File: src/rtl/plic_claim_pkg.sv
// Shared types and default sizing for the PLIC claim/complete controller.
// The FSM walks IDLE -> CLAIM -> DISPATCH and then returns to IDLE.
package plic_claim_pkg;

    localparam int unsigned PLIC_NUM_SRC_DEF   = 32;
    localparam int unsigned PLIC_MAX_OUTST_DEF = 4;

    typedef enum logic [1:0] {
        IDLE     = 2'd0,
        CLAIM    = 2'd1,
        DISPATCH = 2'd2
    } claim_state_e;

endpackage

File: src/rtl/plic_claim_ctrl.sv
// Claims interrupt IDs from the PLIC, dispatches each one to a handler, and
// completes it once the handler reports done. Tracks outstanding IDs in a bitmap.
module plic_claim_ctrl
    import plic_claim_pkg::*;
#(
    parameter  int unsigned NumSrc   = PLIC_NUM_SRC_DEF,
    parameter  int unsigned MaxOutst = PLIC_MAX_OUTST_DEF,
    localparam int unsigned SrcW     = $clog2(NumSrc + 1),
    localparam int unsigned CntW     = $clog2(MaxOutst + 1)
) (
    input  logic            clk_i,
    input  logic            rst_ni,
    input  logic            irq_i,
    input  logic [SrcW-1:0] irq_id_i,
    output logic            claim_o,
    output logic [SrcW-1:0] claim_id_o,
    output logic            complete_o,
    output logic [SrcW-1:0] complete_id_o,
    output logic            disp_valid_o,
    output logic [SrcW-1:0] disp_id_o,
    input  logic            disp_ready_i,
    input  logic            done_valid_i,
    input  logic [SrcW-1:0] done_id_i,
    output logic            done_ready_o,
    output logic [CntW-1:0] outstanding_o,
    output logic            busy_o,
    output logic            err_o
);

    localparam logic [SrcW-1:0] MaxId  = SrcW'(NumSrc);
    localparam logic [CntW-1:0] MaxCnt = CntW'(MaxOutst);

    claim_state_e    r_state;
    claim_state_e    w_state_next;
    logic [SrcW-1:0] r_id;
    logic [SrcW-1:0] r_done_id;
    logic [NumSrc:0] r_claimed;
    logic [NumSrc:0] w_claimed_next;
    logic [NumSrc:0] w_set;
    logic [NumSrc:0] w_clr;
    logic [CntW-1:0] r_outst;
    logic            r_cmp_pend;
    logic            r_err;

    logic w_irq_free;
    logic w_claim_ok;
    logic w_accept;
    logic w_claim_exit;
    logic w_done_hit;
    logic w_complete;
    logic w_done_fire;

    // IDs above NumSrc cannot be represented in the bitmap and are never claimed.
    assign w_irq_free   = (irq_id_i != '0) && (irq_id_i <= MaxId) && !r_claimed[irq_id_i];
    assign w_claim_ok   = irq_i && w_irq_free && (r_outst < MaxCnt);
    assign w_accept     = (r_state == IDLE) && w_claim_ok;
    assign w_claim_exit = (r_state == CLAIM);

    // Bit 0 of the bitmap is tied low, so a done for ID 0 always reports an error.
    assign w_done_hit  = (r_done_id <= MaxId) && r_claimed[r_done_id];
    assign w_complete  = r_cmp_pend && w_done_hit;
    assign w_done_fire = done_valid_i && !r_cmp_pend;

    genvar gi;
    generate
        for (gi = 0; gi <= NumSrc; gi++) begin : g_claimed
            if (gi == 0) begin : g_zero
                assign w_set[gi]          = 1'b0;
                assign w_clr[gi]          = 1'b0;
                assign w_claimed_next[gi] = 1'b0;
            end else begin : g_bit
                assign w_set[gi]          = w_claim_exit && (r_id == SrcW'(gi));
                assign w_clr[gi]          = w_complete && (r_done_id == SrcW'(gi));
                assign w_claimed_next[gi] = (r_claimed[gi] && !w_clr[gi]) || w_set[gi];
            end
        end
    endgenerate

    always_ff @(posedge clk_i or negedge rst_ni) begin
        if (!rst_ni) begin
            r_state    <= IDLE;
            r_id       <= '0;
            r_done_id  <= '0;
            r_claimed  <= '0;
            r_outst    <= '0;
            r_cmp_pend <= 1'b0;
            r_err      <= 1'b0;
        end else begin
            r_state   <= w_state_next;
            r_claimed <= w_claimed_next;
            if (w_accept) begin
                r_id <= irq_id_i;
            end
            // A claim and a completion landing together cancel out.
            if (w_claim_exit && !w_complete) begin
                r_outst <= r_outst + 1'b1;
            end else if (!w_claim_exit && w_complete) begin
                r_outst <= r_outst - 1'b1;
            end
            if (w_done_fire) begin
                r_done_id <= done_id_i;
            end
            r_cmp_pend <= w_done_fire;
            if (r_cmp_pend && !w_done_hit) begin
                r_err <= 1'b1;
            end
        end
    end

    always_comb begin
        w_state_next = r_state;
        claim_o      = 1'b0;
        claim_id_o   = '0;
        disp_valid_o = 1'b0;
        disp_id_o    = '0;
        unique case (r_state)
            IDLE: begin
                if (w_claim_ok) begin
                    w_state_next = CLAIM;
                end
            end
            CLAIM: begin
                claim_o      = 1'b1;
                claim_id_o   = r_id;
                w_state_next = DISPATCH;
            end
            DISPATCH: begin
                disp_valid_o = 1'b1;
                disp_id_o    = r_id;
                if (disp_ready_i) begin
                    w_state_next = IDLE;
                end
            end
            default: w_state_next = IDLE;
        endcase
    end

    assign complete_o    = w_complete;
    assign complete_id_o = w_complete ? r_done_id : '0;
    // Held low while reset is asserted so every output reads zero during reset.
    assign done_ready_o  = rst_ni && !r_cmp_pend;
    assign outstanding_o = r_outst;
    assign busy_o        = (r_state != IDLE);
    assign err_o         = r_err;

endmodule

File: config.mk
export PLATFORM = sky130hd
export DESIGN_NAME = plic_claim_ctrl
export DESIGN_NICKNAME = d
export VERILOG_FILES = /design/src/rtl/plic_claim_pkg.sv /design/src/rtl/plic_claim_ctrl.sv
export SDC_FILE = /design/constraint.sdc
export NUM_CORES = 1
export LEC_CHECK = 0
export ABC_CLOCK_PERIOD_IN_PS = 6400
export CAP_MARGIN = 40
export CELL_PAD_IN_SITES_DETAIL_PLACEMENT = 1
export CELL_PAD_IN_SITES_GLOBAL_PLACEMENT = 1
export CORE_ASPECT_RATIO = 1.4
export CORE_MARGIN = 8
export CORE_UTILIZATION = 30
export CTS_CLUSTER_DIAMETER = 120
export DETAILED_ROUTE_END_ITERATION = 10
export PLACE_DENSITY_LB_ADDON = 0.1
export SKIP_LAST_GASP = 1
export SLEW_MARGIN = 20
export SYNTH_ARGS = -nofsm -noshare
export SYNTH_HDL_FRONTEND = slang
export SYNTH_SLANG_ARGS = --single-unit
File: constraint.sdc
create_clock -name clk_i -period 6.4 [get_ports clk_i]
set_clock_uncertainty 0.15 [all_clocks]
set_input_delay 1.28 -clock clk_i [delete_from_list [all_inputs] [get_ports clk_i]]
set_output_delay 1.28 -clock clk_i [all_outputs]
set_load 0.02 [all_outputs]
==> reports/qor.yml, run 1 <==
path_buf_inv: 1
status: "finished, final reports clean"
async_reset_ff_share_pct: 100
gp_congestion: 0.872
cp_slowest_cell: "dfrtp_1"
crit_path_end_kind: "output port"
clock_latency_ps: 300
preCtsSetupSlack_ps: 1690
period_minus_slack_ps: 4970
slew_viol_final: 0
synth_edf_count: 0
insertedDiodeCount: 0
coreArea_mm2: 0.00946
worstPathRequired_ps: 4970
drt_iter0_drc: 112
hp-start: "err_o"
worstSetupPathType: "reg -> out"
syn-num-nets: 301
setup_viol: 0
final_util_pct: 38.3
htree_levels: 2
rsz0062_at_grt: "false"
cts_tree: "yes"
cts-hold-fix-buffers: 0
cts_root_buf: "clkbuf_16"
drive_gt1_share_pct: 11.9
viasPerCell: 5.65
cp.arrival_ps: 3540
synth_commonest_cells: "65 x o21ai_0, 51 x dfrtp_1, 17 x nand2_1"
dieArea_mm2: 0.0132
route.detailed.drc: 0
synth.distinct_cells: 48
tightest_slew_ps: 762
hpwl_um: 7130
maxCapViolCount: 0
ys_warn_count: 0
initial_core_util_pct: 30.9
ant_nets: 0
setup_ws_ps: 1430
hp-class: "reg -> reg"
synth_top_flop_cell: "dfrtp_1"
yosysMostFrequentCell: "o21ai_0"
nNetsFinal: 338
ioPinCount: 44
leakage_nw: 1.43
crit_family: "multiplexers"
yosysTopAreaCell: "dfrtp_1"
timing.reg2reg.setup_slack_ps: 2610
numPortBuffers: 43
rr_worst_depth: 11
syn-cell-area_mm2: 0.00293
post_cts.repair.setup_buffers: 0
powerDensity_mw_per_mm2: 374
yosysSeqAreaShare_pct: 43.6
grt_overflow: 0
wl_um: 9630
grt_max_degree: 52
grt_pass1_wl_um: 15500
antenna_found_initial: 0
placed_area_mm2: 0.00343
synth_top_area_share_pct: 43.6
vias: 2429
netlist_instances: 282
period_share_pct: 77.6
fin_area_mm2: 0.00362
clock.fmax_ghz: 0.201
ir_worst_vdd_mv: 0.123
cp_num_cells: 6
min_delay_path_depth: 1
grt_pass1_vias: 2577
cts_resized: 0
synthTopCellsByArea: "dfrtp_1 44%, o21ai_0 11%, mux4_2 6.2%"
start_kind: "flip-flop"
grt_usage_pct: 15.3
std_cell_rows: 42
min_to: "err_o"
cts_buffer_depth: 2
crit_fanout: 17
path_clk_slew_ps: 70
tns_ps: 0
slew_headroom_pct: 49.2
avgSynthCellArea_um2: 10.4
crit_chain: "mux4_2, mux2_2, mux2i_1, o22ai_1, or2_2, clkdlybuf4s50_1"
area_growth_pct: 23.6
r2r_end: "outstanding_o[2]"
die_height_um: 133
firstDrtPassIters: 4
cts_inserted_buffers: 5
die_w_um: 99.5
synth-seq-cells: 51
clock_sinks: 51
hold_viol: 0
wl_per_cell_um: 22.4
r2r_start: "r_done_id[0]"
critPathMaxStageDelay_ps: 840
[stage by stage]
step	hold WS [ps]	cells	power (mW)
finish	338	430	1.35
global route	353	430	1.44
CTS	340	430	1.37
detailed placement	321	422	1.02
global placement	318	422	1.01
floorplan	322	282	0.809
[flip-flops by register name (all words and copies together) (netlist names)]
signal         cells
outstanding_o      3
r_state            2
r_done_id          6
err_o              1
r_cmp_pend         1
r_claimed         32
r_id               6
[layout make-up]
class | count | area, µm²
well taps | 110 | 138
repair buffers | 44 | 433
clock buffers | 5 | 125
fillers | 1057 | 5840
flip-flops and latches | 51 | 1280
inverters | 8 | 30.0
multi-input cells | 209 | 1550
clock inverters | 3 | 67.6
[how the worst max path moves through the flow]
stage	end	start	slack, ps
after floorplan	complete_o	r_done_id[0]	2820
after global placement	complete_o	r_done_id[0]	1780
after detailed placement	complete_o	r_done_id[0]	1690
after CTS	complete_o	r_done_id[0]	1360
after global routing	complete_o	r_done_id[0]	1170
final	complete_o	r_done_id[0]	1430
[logic make-up (layout without fill, tap and decap cells)]
family	after synthesis	in the layout	synth area share (%)
fa+ha+maj	2	2	1.11
buf+inv	22	60	3.46
mux	35	35	17.7
flops	51	51	43.6
simple gates	89	89	17.1
compound gates	80	80	16.2
xor+xnor	3	3	0.898
[per-layer routing]
layer | GRT usage [%] | share of wire [%] | up-vias
met2 | 26.4 | 52 | 57
li1 | - | - | 1118
met5 | 0 | 0 | -
met4 | 6.08 | 1.9 | 0
met1 | 18.2 | 42 | 1242
met3 | 2.47 | 4.1 | 12
[where the power goes]
part           total [mW]  switching [mW]  internal (mW)
clock network       0.347           0.123          0.224
registers           0.561           0.133          0.428
logic               0.444           0.235          0.209
[cell usage in the layout (no fill, tap or decap), types with 2 or more instances in the layout]
cell             count
nor2_1              12
clkdlybuf4s50_1     42
or2_2                4
nand2b_1             5
nor3b_1              4
mux2i_1             10
xor2_1               2
o21ai_0             65
mux2_2              14
clkbuf_16            5
nand3b_1             3
and3_1               2
or4_1                2
nand2_1             17
nand4_1              6
nor4_1               2
nor3_1               2
mux4_2               8
dfrtp_1             51
bufinv_16            2
nor2b_1              6
nand3_1              4
inv_1                7
o41ai_1              3
and2_1              16
mux4_1               3
(Power assumes the default switching activity.)
==> run 2, diff against run 1 <==
Settings changed: ABC_CLOCK_PERIOD_IN_PS 6400 to 4900.
Clock period 6.4 ns to 4.9 ns, I/O delays scaled along.
==> reports/qor.yml, run 2 (synthesis results as in run 1) <==
hp-class: "reg -> reg"
grt_usage_pct: 14.9
viasPerCell: 5.59
crit_start: "r_done_id[0]"
ant_nets: 0
post_cts.repair.setup_buffers: 0
path_buf_inv: 1
crit_chain: "mux4_2, mux2_2, mux2i_1, o22ai_1, or2_2, clkdlybuf4s50_1"
grt_max_degree: 52
layout_common_cells: "65 x o21ai_0, 51 x dfrtp_1, 42 x clkdlybuf4s50_1, 17 x nand2_1, 16 x and2_1"
crit_fanout: 17
timing.reg2reg.setup_slack_ps: 1270
hold_viol: 0
firstDrtPassIters: 4
crit_family: "multiplexers"
period_minus_slack_ps: 4490
drt_iter0_drc: 96
critPathMaxStageDelay_ps: 800
cts_buffer_depth: 2
fin_area_mm2: 0.00360
antenna_found_initial: 0
cts-hold-fix-buffers: 0
tns_ps: 0
placed_cells: 424
cts_inserted_buffers: 5
grt_pass1_wl_um: 15300
route.detailed.drc: 0
wl_um: 9390
wl_per_cell_um: 21.8
clock_latency_ps: 290
dieArea_mm2: 0.0132
clock.fmax_ghz: 0.223
vias: 2408
area_growth_pct: 23.0
cp_slowest_cell: "dfrtp_1"
maxCapViolCount: 0
slew_headroom_pct: 51.4
worstSetupPathType: "reg -> out"
grt_overflow: 0
setup_ws_ps: 410
leakage_nw: 1.43
rr_worst_depth: 11
ir_worst_vdd_mv: 0.141
coreArea_mm2: 0.00946
top_regs: "r_claimed (32), r_done_id (6), r_id (6)"
crit_path_end_kind: "output port"
die_height_um: 133
cts_root_buf: "clkbuf_16"
final_common_cell: "o21ai_0"
r2r_start: "r_done_id[0]"
clock_sinks: 51
grt_pass1_vias: 2613
largest_register_ffs: 32
rsz0062_at_grt: "false"
final_cells: 431
preCtsSetupSlack_ps: 683
ioPinCount: 44
path_clk_slew_ps: 70
cts_resized: 0
cts_tree: "yes"
regMostFlops: "r_claimed"
worstPathRequired_ps: 3770
cp.arrival_ps: 3360
endpoint: "complete_o"
start_kind: "flip-flop"
setup_viol: 0
gp_congestion: 0.805
period_share_pct: 91.6
placed_area_mm2: 0.00344
cp_num_cells: 6
slew_viol_final: 0
numPortBuffers: 43
hpwl_um: 7370
fin_hold_ws_ps: 347
tightest_slew_ps: 723
powerDensity_mw_per_mm2: 472
insertedDiodeCount: 0
initial_core_util_pct: 30.9
nNetsFinal: 340
status: "finished, final reports clean"
std_cell_rows: 42
die_w_um: 99.5
drive_gt1_share_pct: 11.8
r2r_end: "outstanding_o[2]"
htree_levels: 2
run 2: cell type report:
cell class              count  area, µm²
fillers                  1061       5860
multi-input cells         209       1550
flip-flops and latches     51       1280
repair buffers             46        448
well taps                 110        138
clock buffers               6        129
clock inverters             1       30.0
inverters                   8       30.0
run 2: report_power, final:
part	switching (mW)	internal, mW
clock	0.154	0.239
sequential	0.166	0.560
combinational	0.302	0.277
run 2: worst min-delay path by stage:
stage                  startpoint       endpoint  cells past startpoint
finish                      err_o          err_o                      1
global route                err_o          err_o                      1
CTS                         err_o          err_o                      1
detailed placement          err_o          err_o                      1
global placement            err_o          err_o                      1
floorplan           r_claimed[32]  r_claimed[32]                      1
run 2: through the flow:
step | utilization [%] | power, mW
2_1_floorplan | - | 1.06
3_3_place_gp | 36.4 | 1.31
3_5_place_dp | 36.4 | 1.33
4_1_cts | 38.1 | 1.72
5_1_grt | 38.1 | 1.82
6_report | 38.1 | 1.70
run 2: routing by layer:
| metal | vias up | track usage (%) | wire [µm] |
|---|---|---|---|
| met4 | 0 | 4.31 | 108 |
| met3 | 7 | 2.94 | 341 |
| met5 | - | 0 | 0 |
| met1 | 1245 | 17.1 | 3990 |
| li1 | 1118 | - | - |
| met2 | 38 | 26.9 | 4950 |
